[src/rtl/mem_arb_pkg.sv]
// Shared encodings and defaults for the instruction/data memory bus arbiter.
package mem_arb_pkg;

   typedef enum logic [1:0] {
      IDLE = 2'd0,
      ADDR = 2'd1,
      DATA = 2'd2,
      RESP = 2'd3
   } arbState_e;

   typedef enum logic {
      OWN_INST = 1'b0,
      OWN_DATA = 1'b1
   } owner_e;

   // Cycles a single bus phase may last before the watchdog aborts it.
   localparam int TIMEOUT_DEFAULT = 255;

endpackage

[src/rtl/mem_arb_wdog.sv]
// Bus phase watchdog: counts cycles spent in one address/data phase and flags
// expiry on the cycle that completes TIMEOUT cycles in that phase. Only built
// into the arbiter when MEM_ARB_TIMEOUT_EN is defined.
module mem_arb_wdog
   import mem_arb_pkg::*;
#(
   parameter int TIMEOUT = TIMEOUT_DEFAULT
) (
   input  logic clk,
   input  logic reset,
   input  logic restart,  // phase is changing this cycle
   input  logic run,      // a bus phase is in progress
   output logic expired
);

   localparam int CNT_W = (TIMEOUT < 2) ? 1 : $clog2(TIMEOUT + 1);

   logic [CNT_W-1:0] phaseCnt;

   assign expired = run && (phaseCnt == CNT_W'(TIMEOUT - 1));

   // Phase cycle counter, cleared whenever the arbiter changes state.
   always_ff @(posedge clk or negedge reset) begin
      // NOTE: sequential state uses <= so every flop samples pre-edge values.
      if (!reset) begin
         phaseCnt <= '0;
      end else if (restart) begin
         phaseCnt <= '0;
      end else if (run && !expired) begin
         phaseCnt <= phaseCnt + 1'b1;
      end
   end

endmodule

[src/rtl/mem_bus_arbiter.sv]
// Memory bus arbiter for the 5-stage pipeline: serialises fetch and load/store
// requests onto one SRAM-like bus, data before fetch, and returns 1-cycle
// completion pulses. A pending fetch can be discarded by inst_flush.
// Optional feature macro: MEM_ARB_TIMEOUT_EN (per-phase watchdog + bus_err).
module mem_bus_arbiter
   import mem_arb_pkg::*;
#(
   parameter int ADDR_W  = 32,
   parameter int DATA_W  = 32,
   parameter int TIMEOUT = TIMEOUT_DEFAULT
) (
   input  logic              clk,
   input  logic              reset,
   input  logic              inst_req,
   input  logic [ADDR_W-1:0] inst_addr,
   input  logic              inst_flush,
   output logic [DATA_W-1:0] inst_rdata,
   output logic              inst_ok,
   input  logic              data_req,
   input  logic              data_wr,
   input  logic [3:0]        data_wea,
   input  logic [ADDR_W-1:0] data_addr,
   input  logic [DATA_W-1:0] data_wdata,
   output logic [DATA_W-1:0] data_rdata,
   output logic              data_ok,
   output logic              bus_req,
   output logic              bus_wr,
   output logic [3:0]        bus_wea,
   output logic [ADDR_W-1:0] bus_addr,
   output logic [DATA_W-1:0] bus_wdata,
   input  logic              bus_addr_ok,
   input  logic [DATA_W-1:0] bus_rdata,
   input  logic              bus_data_ok,
   output logic              bus_err
);

   if (TIMEOUT < 1) begin : gBadTimeout
      $error("mem_bus_arbiter: TIMEOUT must be at least 1");
   end

   arbState_e         state, stateNext;
   owner_e            owner;
   logic              discard;
   logic              timeoutHit;
   logic              timeoutTaken;
   logic              respLoad;
   logic              flushOwn;
   logic [DATA_W-1:0] respData;

   logic [ADDR_W-1:0] addrQ;
   logic              wrQ;
   logic [3:0]        weaQ;
   logic [DATA_W-1:0] wdataQ;
   logic [DATA_W-1:0] instRdataQ;
   logic [DATA_W-1:0] dataRdataQ;

   // Next-state decode; a watchdog expiry only wins when the slave is silent.
   always_comb begin
      // NOTE: every always_comb output gets a default first so no latch is inferred.
      stateNext    = state;
      timeoutTaken = 1'b0;
      unique case (state)
         IDLE: begin
            if (data_req || inst_req) stateNext = ADDR;
         end
         ADDR: begin
            if (bus_addr_ok) begin
               stateNext = DATA;
            end else if (timeoutHit) begin
               stateNext    = RESP;
               timeoutTaken = 1'b1;
            end
         end
         DATA: begin
            if (bus_data_ok) begin
               stateNext = RESP;
            end else if (timeoutHit) begin
               stateNext    = RESP;
               timeoutTaken = 1'b1;
            end
         end
         RESP: begin
            stateNext = IDLE;
         end
         default: begin
            stateNext = IDLE;
         end
      endcase
   end

   assign respLoad = ((state == ADDR) || (state == DATA)) && (stateNext == RESP);
   assign respData = timeoutTaken ? '0 : bus_rdata;
   assign flushOwn = inst_flush && (owner == OWN_INST) && (state != IDLE);

   // State register.
   always_ff @(posedge clk or negedge reset) begin
      if (!reset) state <= IDLE;
      else        state <= stateNext;
   end

   // Latch the winning request's fields when leaving IDLE.
   always_ff @(posedge clk or negedge reset) begin
      // NOTE: datapath registers are reset too, so every output reads 0 in reset.
      if (!reset) begin
         owner  <= OWN_INST;
         addrQ  <= '0;
         wrQ    <= 1'b0;
         weaQ   <= 4'b0000;
         wdataQ <= '0;
      end else if ((state == IDLE) && (data_req || inst_req)) begin
         owner  <= data_req ? OWN_DATA : OWN_INST;
         addrQ  <= data_req ? data_addr : inst_addr;
         wrQ    <= data_req && data_wr;
         weaQ   <= (data_req && data_wr) ? data_wea : 4'b0000;
         wdataQ <= data_req ? data_wdata : '0;
      end
   end

   // Discard flag: set by a flush of an owned fetch, cleared on return to IDLE.
   always_ff @(posedge clk or negedge reset) begin
      if (!reset) begin
         discard <= 1'b0;
      end else if (stateNext == IDLE) begin
         discard <= 1'b0;
      end else if (flushOwn) begin
         discard <= 1'b1;
      end
   end

   // Capture the response into the owner's read-data register on RESP entry.
   always_ff @(posedge clk or negedge reset) begin
      if (!reset) begin
         instRdataQ <= '0;
         dataRdataQ <= '0;
      end else if (respLoad) begin
         if (owner == OWN_DATA) begin
            dataRdataQ <= respData;
         end else if (!discard && !flushOwn) begin
            instRdataQ <= respData;
         end
      end
   end

   assign bus_req    = (state == ADDR);
   assign bus_wr     = wrQ;
   assign bus_wea    = wrQ ? weaQ : 4'b0000;
   assign bus_addr   = addrQ;
   assign bus_wdata  = wdataQ;

   assign inst_ok    = (state == RESP) && (owner == OWN_INST) && !discard && !inst_flush;
   assign data_ok    = (state == RESP) && (owner == OWN_DATA);
   assign inst_rdata = instRdataQ;
   assign data_rdata = dataRdataQ;

`ifdef MEM_ARB_TIMEOUT_EN
   logic busErrQ;

   mem_arb_wdog #(
      .TIMEOUT (TIMEOUT)
   ) uWdog (
      .clk     (clk),
      .reset   (reset),
      .restart (stateNext != state),
      .run     ((state == ADDR) || (state == DATA)),
      .expired (timeoutHit)
   );

   // Sticky error flag: any aborted phase sets it until reset.
   always_ff @(posedge clk or negedge reset) begin
      if (!reset)            busErrQ <= 1'b0;
      else if (timeoutTaken) busErrQ <= 1'b1;
   end

   assign bus_err = busErrQ;
`else
   assign timeoutHit = 1'b0;
   assign bus_err    = 1'b0;
`endif

endmodule

[config.mk]
export PLATFORM = sky130hd
export DESIGN_NAME = mem_bus_arbiter
export DESIGN_NICKNAME = d
export VERILOG_FILES = /design/src/rtl/mem_arb_pkg.sv /design/src/rtl/mem_arb_wdog.sv /design/src/rtl/mem_bus_arbiter.sv
export SDC_FILE = /design/constraint.sdc
export NUM_CORES = 1
export LEC_CHECK = 0
export BUFFER_PORTS_ARGS = -buffer_cell sky130_fd_sc_hd__buf_2
export CORE_ASPECT_RATIO = 1.5
export CORE_MARGIN = 2
export CORE_UTILIZATION = 35
export DETAILED_ROUTE_END_ITERATION = 12
export GPL_TIMING_DRIVEN = 0
export PLACE_DENSITY = 0.62
export SLEW_MARGIN = 5
export SYNTH_ARGS = -nofsm -noshare
export SYNTH_HDL_FRONTEND = slang
export SYNTH_HIERARCHICAL = 1
export SYNTH_SLANG_ARGS = --single-unit
[constraint.sdc]
create_clock -name clk -period 2.3 [get_ports clk]
set_input_delay 0.115 -clock clk [delete_from_list [all_inputs] [get_ports clk]]
set_output_delay 0.115 -clock clk [all_outputs]
set_load 0.005 [all_outputs]
==> impl_metrics.yaml, run 1 <==
outcome:
  run_status: "completed"
setup_path:
  startpoint_type: "flip-flop"
  max_stage_delay_ps: 430
  crit_path_cell_trace: "inv_1 -> ha_1 -> o21ai_0 -> a22oi_4 -> nand4_4 -> buf_6 -> mux2_4"
  arrival_ps: 2450
  crit_required_ps: 2590
  cp_max_fo: 10
  endpoint_kind: "flip-flop"
  cp_top_family: "compound AO/OA/AOI/OAI gates"
  worst-path-buf-inv: 2
  cp_slowest_cell: "dfrtp_1"
  path_class: "flip-flop to flip-flop"
sta:
  fin_crit_ps: 2160
  rsz0062_at_grt: "false"
  setup-violations-final: 0
  slew_viol_final: 0
  fin_skew_ps: 7.10
  hold_viol_final: 0
  worst_pin_slew_ps: 820
  whs_ps: 5.78
  finalCritPeriodShare_pct: 93.9
  fmax_mhz: 463
  relSlewSlack_pct: 45.3
floorplan:
  die_h_um: 162
  die_area_sq_mm: 0.0177
  initial_core_util_pct: 35.7
  rows: 57
  core-area_sq_mm: 0.0163
  io_pins: 277
  fp.dieW_um: 109
place:
  postPlaceCellArea_sq_mm: 0.00748
  portBuffers: 274
  dp_hpwl_mm: 11.9
  dp_cells: 943
  gp_congestion: 0.735
job:
  cap_violations: 0
routing:
  wirelength_mm: 17.0
  wire_per_inst_um: 15.7
  dr.pass1.iters: 4
  vias_per_cell: 4.71
  first_iter_violations: 227
  drc: 0
  ant_nets: 0
  route.vias.total: 5098
pwr:
  total_power_mw: 11.4
  power.density_mw_per_mm2: 1240
  peakVddDrop_mv: 0.765
  p_leak_nw: 4.95
layout:
  area_delta_synth_final_pct: 58.2
  finalNetCount: 1009
  drive_gt1_share_pct: 44.5
  final_area_sq_mm: 0.00920
  final_common_cell: "buf_2"
  antenna_cells: 0
  fin_cells: 1082
  fillers: 1310
  layout_common_cells: "buf_2 (274), dfrtp_1 (136), dlygate4sd3_1 (107)"
yosys:
  syn_area_sq_mm: 0.00581
  syn_nets: 608
  yosys_warnings: 6
  syn-mean-instance-area_sq_um: 12.6
  ys_seq_area_share_pct: 59.0
  synth_seq_cells: 137
  syn_inst: 462
  synth_cell_types: 30
hold_path:
  min_path_type: "primary input to flip-flop"
clock_network:
  cts_buffer_depth: 2
  clock_sinks: 137
  cts_buffers: 17
  clockRootBuffer: "clkbuf_16"
  cts_max_level: 4
  path_clk_slew_ps: 60
  cts_tree: "yes"
  clk_latency_ps: 410
global_routing:
  grt_pass1_wl_mm: 27.0
  grt_pass1_vias: 5598
  antenna_found_initial: 0
  grt_max_degree: 74
  grt_overflow_total: 0
  grt_use_total_pct: 19.4
[metal layers]
metal  wire length (um)  track usage (%)  part of all wire [%]  vias up
li1                   -                -                     -     2386
met1               6400             20.6                    38     2467
met2               9120             35.8                    54      216
met3               1070             4.61                   6.3       29
met4                414             8.11                   2.4        0
met5                  0                0                     0        -
[repair_timing]
item / in CTS / in global routing
pin swaps: 1 / 0
endpoints found under the hold margin: 186 / 0
setup endpoints to repair: 131 / 62
cloned: 0 / 0
resized for setup: 3 / 5
buffers inserted: 1 / 0
hold buffers: 107 / 0
[sequential cells by signal, summed over array words and instances (netlist names)]
register,cells
weaQ,4
bus_wr,1
data_rdata,32
state,2
owner,1
discard,1
bus_addr,32
bus_wdata,32
inst_rdata,32
[kinds of logic (layout without fill, tap and decap cells)]
kind of cell	Yosys count	count (layout)	synth area share, %
AOI/OAI and AO/OA	44	44	4.67
muxes	96	96	20.7
and+or+nand+nor	146	146	11.4
DFF	137	137	59.0
buffers and inverters	32	446	2.93
adders and majority gates	6	6	1.29
other	1	1	0.0645
[cell usage after synthesis, drive strengths merged]
cell    instances  share of area [%]
o22a            1               0.15
ha              6                1.3
o21ai          34                2.9
nor2b           2               0.22
or3b            1               0.15
nor2            2               0.13
nand3          32                2.8
conb            1              0.065
clkbuf         19                1.2
nand2          97                6.3
mux2           64                 15
nand4           2               0.73
inv             2               0.13
nor4b           2               0.30
dfrtp         137                 59
nor3            1              0.086
a211oi          2               0.34
a21o            1               0.13
a22o            5               0.75
nand2b          1               0.11
and2            5               0.54
a22oi           1               0.37
buf            11                1.6
and3            1               0.11
mux2i          32                5.5
[through the flow]
step	setup WS, ps	setup TNS, ps	util [%]
2_1_floorplan	227	0	-
3_3_place_gp	-651	-100540	45.8
3_5_place_dp	-355	-26920	46.0
4_1_cts	25.6	0	56.4
5_1_grt	24.0	0	56.6
6_report	140	0	56.6
[final cells by class]
type / count / area (sq um) / share of cell area, %
repair buffers: 383 / 2480 / 27.0
inverters: 2 / 7.51 / 0.0816
clock buffers: 17 / 425 / 4.63
well taps: 206 / 258 / 2.80
flip-flops and latches: 137 / 3430 / 37.3
multi-input cells: 293 / 2240 / 24.4
clock inverters: 15 / 189 / 2.05
plain buffers: 29 / 160 / 1.74
[power by group]
group          total (mW)  internal (mW)  leakage [nW]  switching, mW
sequential           4.25           3.59          1.71          0.661
combinational        4.36           2.31          2.94           2.05
clock                2.82           1.73         0.301           1.09
[worst reg2reg max path, delay by kind of cell (launching register included)]
family	cells	cell delay, ps
simple gates	1	200
buf+inv	2	380
compound gates	2	480
fa+ha+maj	1	230
mux	1	310
flops	1	430
[path summary, 6_finish.rpt]
check | slack (ps) | end | depth (start not counted) | start
worst max-delay path | 140 | inst_rdata[30] | 7 | state[1]
worst min-delay path | 6 | bus_addr[1] | 3 | inst_addr[1]
worst max register to register | 140 | inst_rdata[30] | 7 | state[1]
worst min register to register | 460 | bus_wdata[26] | 2 | bus_wdata[26]
max in group asynchronous | 1250 | bus_addr[25] | 3 | reset
min in group asynchronous | 250 | inst_rdata[28] | 2 | reset
Note: power is estimated with default switching activity, not from simulation.
==> inputs of run 2 (changes only) <==
- CAP_MARGIN: unset -> 5
- GPL_TIMING_DRIVEN: 0 -> unset
- SETUP_SLACK_MARGIN: unset -> 0.4
==> run 2 against run 1 <==
Fmax up 2.9%. Critical path depth up 1. Critical path type unchanged. Routed wire length up 3.7%. Final cell count down 1.3%.
==> impl_metrics.yaml, run 2 (synthesis gave the netlist of run 1 again) <==
pwr:
  p_sw_share_pct: 33.7
  internal_power_mw: 7.84
  power_switching_mw: 3.98
  power.density_mw_per_mm2: 1270
  peakVddDrop_mv: 0.585
  p_comb_share_pct: 40.0
  power_frac_seq_pct: 36.3
  p_leak_nw: 5.02
  clkPwrFrac_pct: 23.7
sta:
  hold_viol_final: 0
  slew_viol_final: 0
  finalCritPeriodShare_pct: 91.3
  fmax_mhz: 476
  worst_pin_slew_ps: 869
  setup-violations-final: 0
  relSlewSlack_pct: 42.1
  fin_crit_ps: 2100
  rsz0062_at_grt: "true"
  finalSetupTns_ps: 0
  fin_skew_ps: 11.7
layout:
  fillers: 1341
  multiInputGateArea_sq_mm: 0.00231
  finalNetCount: 995
  antenna_cells: 0
  final-seq-area_sq_mm: 0.00343
  final_common_cell: "buf_2"
  finish.utilization_pct: 57.3
  drive_gt1_share_pct: 47.7
  area_delta_synth_final_pct: 60.4
  layout_common_cells: "buf_2 (273), dfrtp_1 (135), dlygate4sd3_1 (100)"
  fin_cells: 1068
clock_network:
  path_clk_slew_ps: 70
  clock_sinks: 137
  cts_max_level: 4
  clk_latency_ps: 410
  cts_buffers: 17
  cts_buffer_depth: 2
  clockRootBuffer: "clkbuf_16"
  cts_tree: "yes"
global_routing:
  grt_max_degree: 73
  antenna_found_initial: 0
  grt_overflow_total: 0
  grt_pass1_wl_mm: 26.7
  grt_use_total_pct: 19.4
  grt_pass1_vias: 5418
setup_path:
  cp_slowest_cell: "dfrtp_2"
  crit_path_cell_trace: "inv_4 -> ha_4 -> nor2_4 -> a211oi_4 -> buf_4 -> nand4_4 -> buf_16 -> mux2_4"
  cp_top_family: "buffers and inverters"
  arrival_ps: 2380
  crit_cells: 8
  endpoint_kind: "flip-flop"
  max_stage_delay_ps: 460
  path_class: "flip-flop to flip-flop"
  r2r_cells: 8
  worst-path-buf-inv: 3
  cp_max_fo: 8
  crit_required_ps: 2580
  startpoint_type: "flip-flop"
hold_path:
  holdPathStages: 3
  min_path_type: "primary input to flip-flop"
routing:
  wire_per_inst_um: 16.5
  route.vias.total: 5009
  wl_met1_mm: 6.50
  top_layer_used: "met4"
  vias_per_cell: 4.69
  dr.pass1.iters: 4
  drc: 0
  wl_met2_mm: 9.58
  wl_met3_mm: 1.07
  wirelength_mm: 17.6
  ant_nets: 0
  first_iter_violations: 180
floorplan:
  io_pins: 277
  core-area_sq_mm: 0.0163
  fp.dieW_um: 109
  rows: 57
  die_h_um: 162
  initial_core_util_pct: 35.7
  die_area_sq_mm: 0.0177
place:
  dp_hpwl_mm: 10.9
  dp_cells: 921
  portBuffers: 275
  gp_congestion: 0.750
outcome:
  run_status: "completed"
job:
  cap_violations: 0
==> run 2: changes by cell type in the layout (fill, tap and decap cells not counted), moves of 3 or more <==
cell and delta:
buf_12 +3, buf_6 -5, buf_1 -3, buf_4 +12, clkbuf_1 -17, dlygate4sd3_1 -7
==> run 2: worst paths after layout <==
kind / slack (ps) / endpoint / from
hold reg to reg: 460 / bus_wdata[9] / bus_wdata[9]
max in group asynchronous: 1390 / bus_wdata[22] / reset
min in group asynchronous: 160 / data_rdata[14] / reset
setup reg to reg: 200 / data_rdata[31] / state[1]
hold / removal: 7 / bus_addr[5] / inst_addr[5]
setup / recovery: 200 / data_rdata[31] / state[1]
==> run 2: worst register-to-register path, stage by stage (launching register included) <==
cell and delay (ps):
dfrtp_2 460, inv_4 110, ha_4 190, nor2_4 60
a211oi_4 270, buf_4 160, nand4_4 190, buf_16 240
mux2_4 300
==> run 2: metal layers <==
metal / global-route usage (%) / up-vias
met5: 0 / -
met4: 8.23 / 0
met3: 4.53 / 32
met2: 36.1 / 206
met1: 20.6 / 2415
li1: - / 2356
==> run 2: power by group through the flow <==
stage | clock network, mW | logic, mW | registers, mW
4_1_cts | 2.88 | 4.57 | 4.28
3_3_place_gp | 0 | 3.99 | 4.26
6_report | 2.80 | 4.73 | 4.30
2_1_floorplan | 0 | 2.22 | 4.33
5_1_grt | 2.99 | 5.17 | 4.43
3_5_place_dp | 0 | 4.15 | 4.30
==> run 2: stage by stage <==
stage	cell area (sq um)	setup slack, ps	hold slack (ps)	power, mW
6_report	9320	200	6.57	11.8
5_1_grt	9320	127	10.9	12.6
4_1_cts	9220	292	0.139	11.7
3_5_place_dp	7460	207	18.4	8.45
3_3_place_gp	7460	236	8.77	8.24
2_1_floorplan	5880	343	-181	6.55
==> run 2: final cells by class <==
type                            count  area share (%)
Inverter                            2           0.134
Multi-Input combinational cell    293            24.8
Clock buffer                       19            4.86
Sequential cell                   137            36.8
Tap cell                          206            2.76
Clock inverter                     13            1.68
Timing Repair Buffer              398            29.0
==> run 2: repair_timing <==
item	in CTS	in global routing
hold endpoints to repair	220	0
pin swaps	3	2
resized for setup	10	6
cloned	3	2
buffers inserted	6	4
endpoints found under the setup margin	102	98
hold buffers	100	0
==> inputs of run 3 (changes only) <==
- ABC_AREA: unset -> 1
==> run 3 against run 2 <==
Critical path depth grew 2. Power shrank 4.4%. Utilization is essentially flat. Synthesized cell count grew 31%. Clock power shrank 4%. Cell area shrank 0.36%. Critical endpoint is now inst_rdata[19]. Largest power group unchanged. Highest routed layer unchanged.
==> impl_metrics.yaml, run 3 <==
outcome:
  run_status: "completed"
sta:
  fin_skew_ps: 10.7
  worst_pin_slew_ps: 541
  finalCritPeriodShare_pct: 76.4
  finalSetupTns_ps: 0
  fmax_mhz: 569
  rsz0062_at_grt: "true"
  relSlewSlack_pct: 63.9
  hold_viol_final: 0
  setup-violations-final: 0
  slew_viol_final: 0
  fin_crit_ps: 1760
floorplan:
  io_pins: 277
  die_h_um: 161
  fp.dieW_um: 109
  die_area_sq_mm: 0.0176
  rows: 57
  core-area_sq_mm: 0.0162
  initial_core_util_pct: 35.7
routing:
  ant_nets: 0
  first_iter_violations: 335
  wire_per_inst_um: 16.1
  route.vias.total: 5966
  dr.pass1.iters: 5
  wirelength_mm: 19.7
  vias_per_cell: 4.88
  drc: 0
setup_path:
  endpoint_kind: "flip-flop"
  rr_endpoint: "inst_rdata[19]"
  arrival_ps: 2050
  crit_required_ps: 2590
  reg2reg_slack_ps: 540
  startpoint_type: "flip-flop"
  cp_max_fo: 32
  path_class: "flip-flop to flip-flop"
  r2r_cells: 10
  critical_path.startpoint: "state[1]"
  rr_startpoint: "state[1]"
clock_network:
  clk_latency_ps: 410
  path_clk_slew_ps: 60
  clock_sinks: 137
  cts_buffer_depth: 2
  cts_tree: "yes"
  cts_buffers: 17
  clockRootBuffer: "clkbuf_16"
  cts_max_level: 4
yosys:
  syn_inst: 606
  synth.area.top_cells: "dfrtp_1 (59%), nand2_1 (14%), nand4_1 (6.9%), a22o_1 (5.0%), a31oi_1 (3.5%)"
  syn_nets: 752
  synth_cell_types: 24
  synth_top_area_share_pct: 59.3
  yosysTopAreaCell: "dfrtp_1"
  yosysMostFrequentCell: "nand2_1"
  syn_area_sq_mm: 0.00578
  synth.top_cells.by_count: "nand2_1 (214), dfrtp_1 (137), nand4_1 (64), nor2_1 (35), a22o_1 (33)"
  synth_flop_cell: "dfrtp_1"
  synth_enable_flop_cells: 0
  async_flop_share_pct: 100
  yosys_warnings: 6
  synth_seq_cells: 137
  syn-mean-instance-area_sq_um: 9.54
  ys_seq_area_share_pct: 59.3
hold_path:
  hold_start: "data_req"
  holdPathStages: 3
  min_path_type: "primary input to flip-flop"
  min_to: "bus_addr[26]"
job:
  cap_violations: 0
layout:
  finish.utilization_pct: 57.4
  final_common_cell: "buf_2"
  fillers: 1399
  finalNetCount: 1149
  antenna_cells: 0
  area_delta_synth_final_pct: 60.7
  layout_common_cells: "buf_2 (274), nand2_1 (214), dfrtp_1 (136)"
  drive_gt1_share_pct: 32.6
pwr:
  peakVddDrop_mv: 0.708
  total_power_mw: 11.3
  p_leak_nw: 4.94
  power.density_mw_per_mm2: 1220
global_routing:
  grt_overflow_total: 0
  grt_use_total_pct: 22.2
  grt_max_degree: 59
  grt_pass1_vias: 6091
  grt_pass1_wl_mm: 30.8
  antenna_found_initial: 0
place:
  dp_hpwl_mm: 11.8
  portBuffers: 275
  gp_congestion: 0.793
==> run 3: changes by cell type after synthesis, moves of 21 or more <==
| cell | previous run | this run |
|---|---|---|
| buf_2 | 1 | 24 |
| mux2_4 | 43 | 0 |
| nand4_1 | 0 | 64 |
| mux2i_1 | 32 | 0 |
| o21ai_0 | 34 | 1 |
| nor2_1 | 2 | 35 |
| nand2_1 | 97 | 214 |
| a22o_1 | 5 | 33 |
| mux2_2 | 21 | 0 |
| a31oi_1 | 0 | 32 |
| nand3_1 | 32 | 7 |
==> run 3: repair_timing <==
action / in CTS / in global routing
gates resized for setup: 0 / 7
setup endpoints to repair: 0 / 68
hold endpoints to repair: 186 / 0
buffers inserted: 0 / 0
hold buffers: 134 / 0
==> run 3: cells by family after synthesis <==
family	count (synthesis)	synth area share (%)
other cells	1	0.0649
flops	137	59.3
fa+ha+maj	6	1.30
buf+inv	67	5.97
compound gates	70	9.05
simple gates	325	24.3
==> run 3: layer usage <==
| layer | part of all wire, % | track usage [%] | up-vias |
|---|---|---|---|
| met1 | 38 | 25.7 | 2793 |
| met2 | 53 | 38.2 | 282 |
| met3 | 6.7 | 5.04 | 45 |
| met4 | 2.8 | 10.8 | 0 |
| met5 | 0 | 0 | - |
| li1 | - | - | 2846 |
==> run 3: how the worst max path moves through the flow <==
stage	slack (ps)	endpoint	depth (start not counted)
finish	540	inst_rdata[19]	10
global route	380	inst_rdata[31]	10
CTS	430	inst_rdata[28]	10
detailed placement	450	inst_rdata[19]	10
global placement	510	data_rdata[9]	10
floorplan	750	data_rdata[13]	8
==> run 3: worst max-delay path, cell delays in order, from the launching register on <==
cell and delay, ps:
dfrtp_2 450, inv_1 110, ha_2 200, o21ai_0 100
nand2_1 70, nand2_1 90, nor2_4 160, nand3_1 120
buf_8 200, nand2_1 80, nand2_1 60
==> run 3: cell type report <==
cell class	instances	area, sq um	share of cell area, %
sequential	137	3430	36.9
timing repair buffer	428	2940	31.6
multi-input combinational	402	2020	21.8
clock buffer	20	437	4.70
tap	206	258	2.77
clock inverter	12	143	1.54
inverter	17	66.3	0.714
==> run 3: where the power goes <==
part,internal [mW],switching [mW]
logic,1.94,2.63
clock network,1.61,1.08
registers,3.45,0.587
==> run 3: metrics by stage <==
stage	setup slack [ps]	std cells	hold WS, ps	area [sq um]
6_report	542	1222	54.4	9290
5_1_grt	380	1222	66.3	9290
4_1_cts	434	1221	56.1	9240
3_5_place_dp	454	1055	119	7320
3_3_place_gp	511	1055	119	7320
2_1_floorplan	746	606	-181	5780
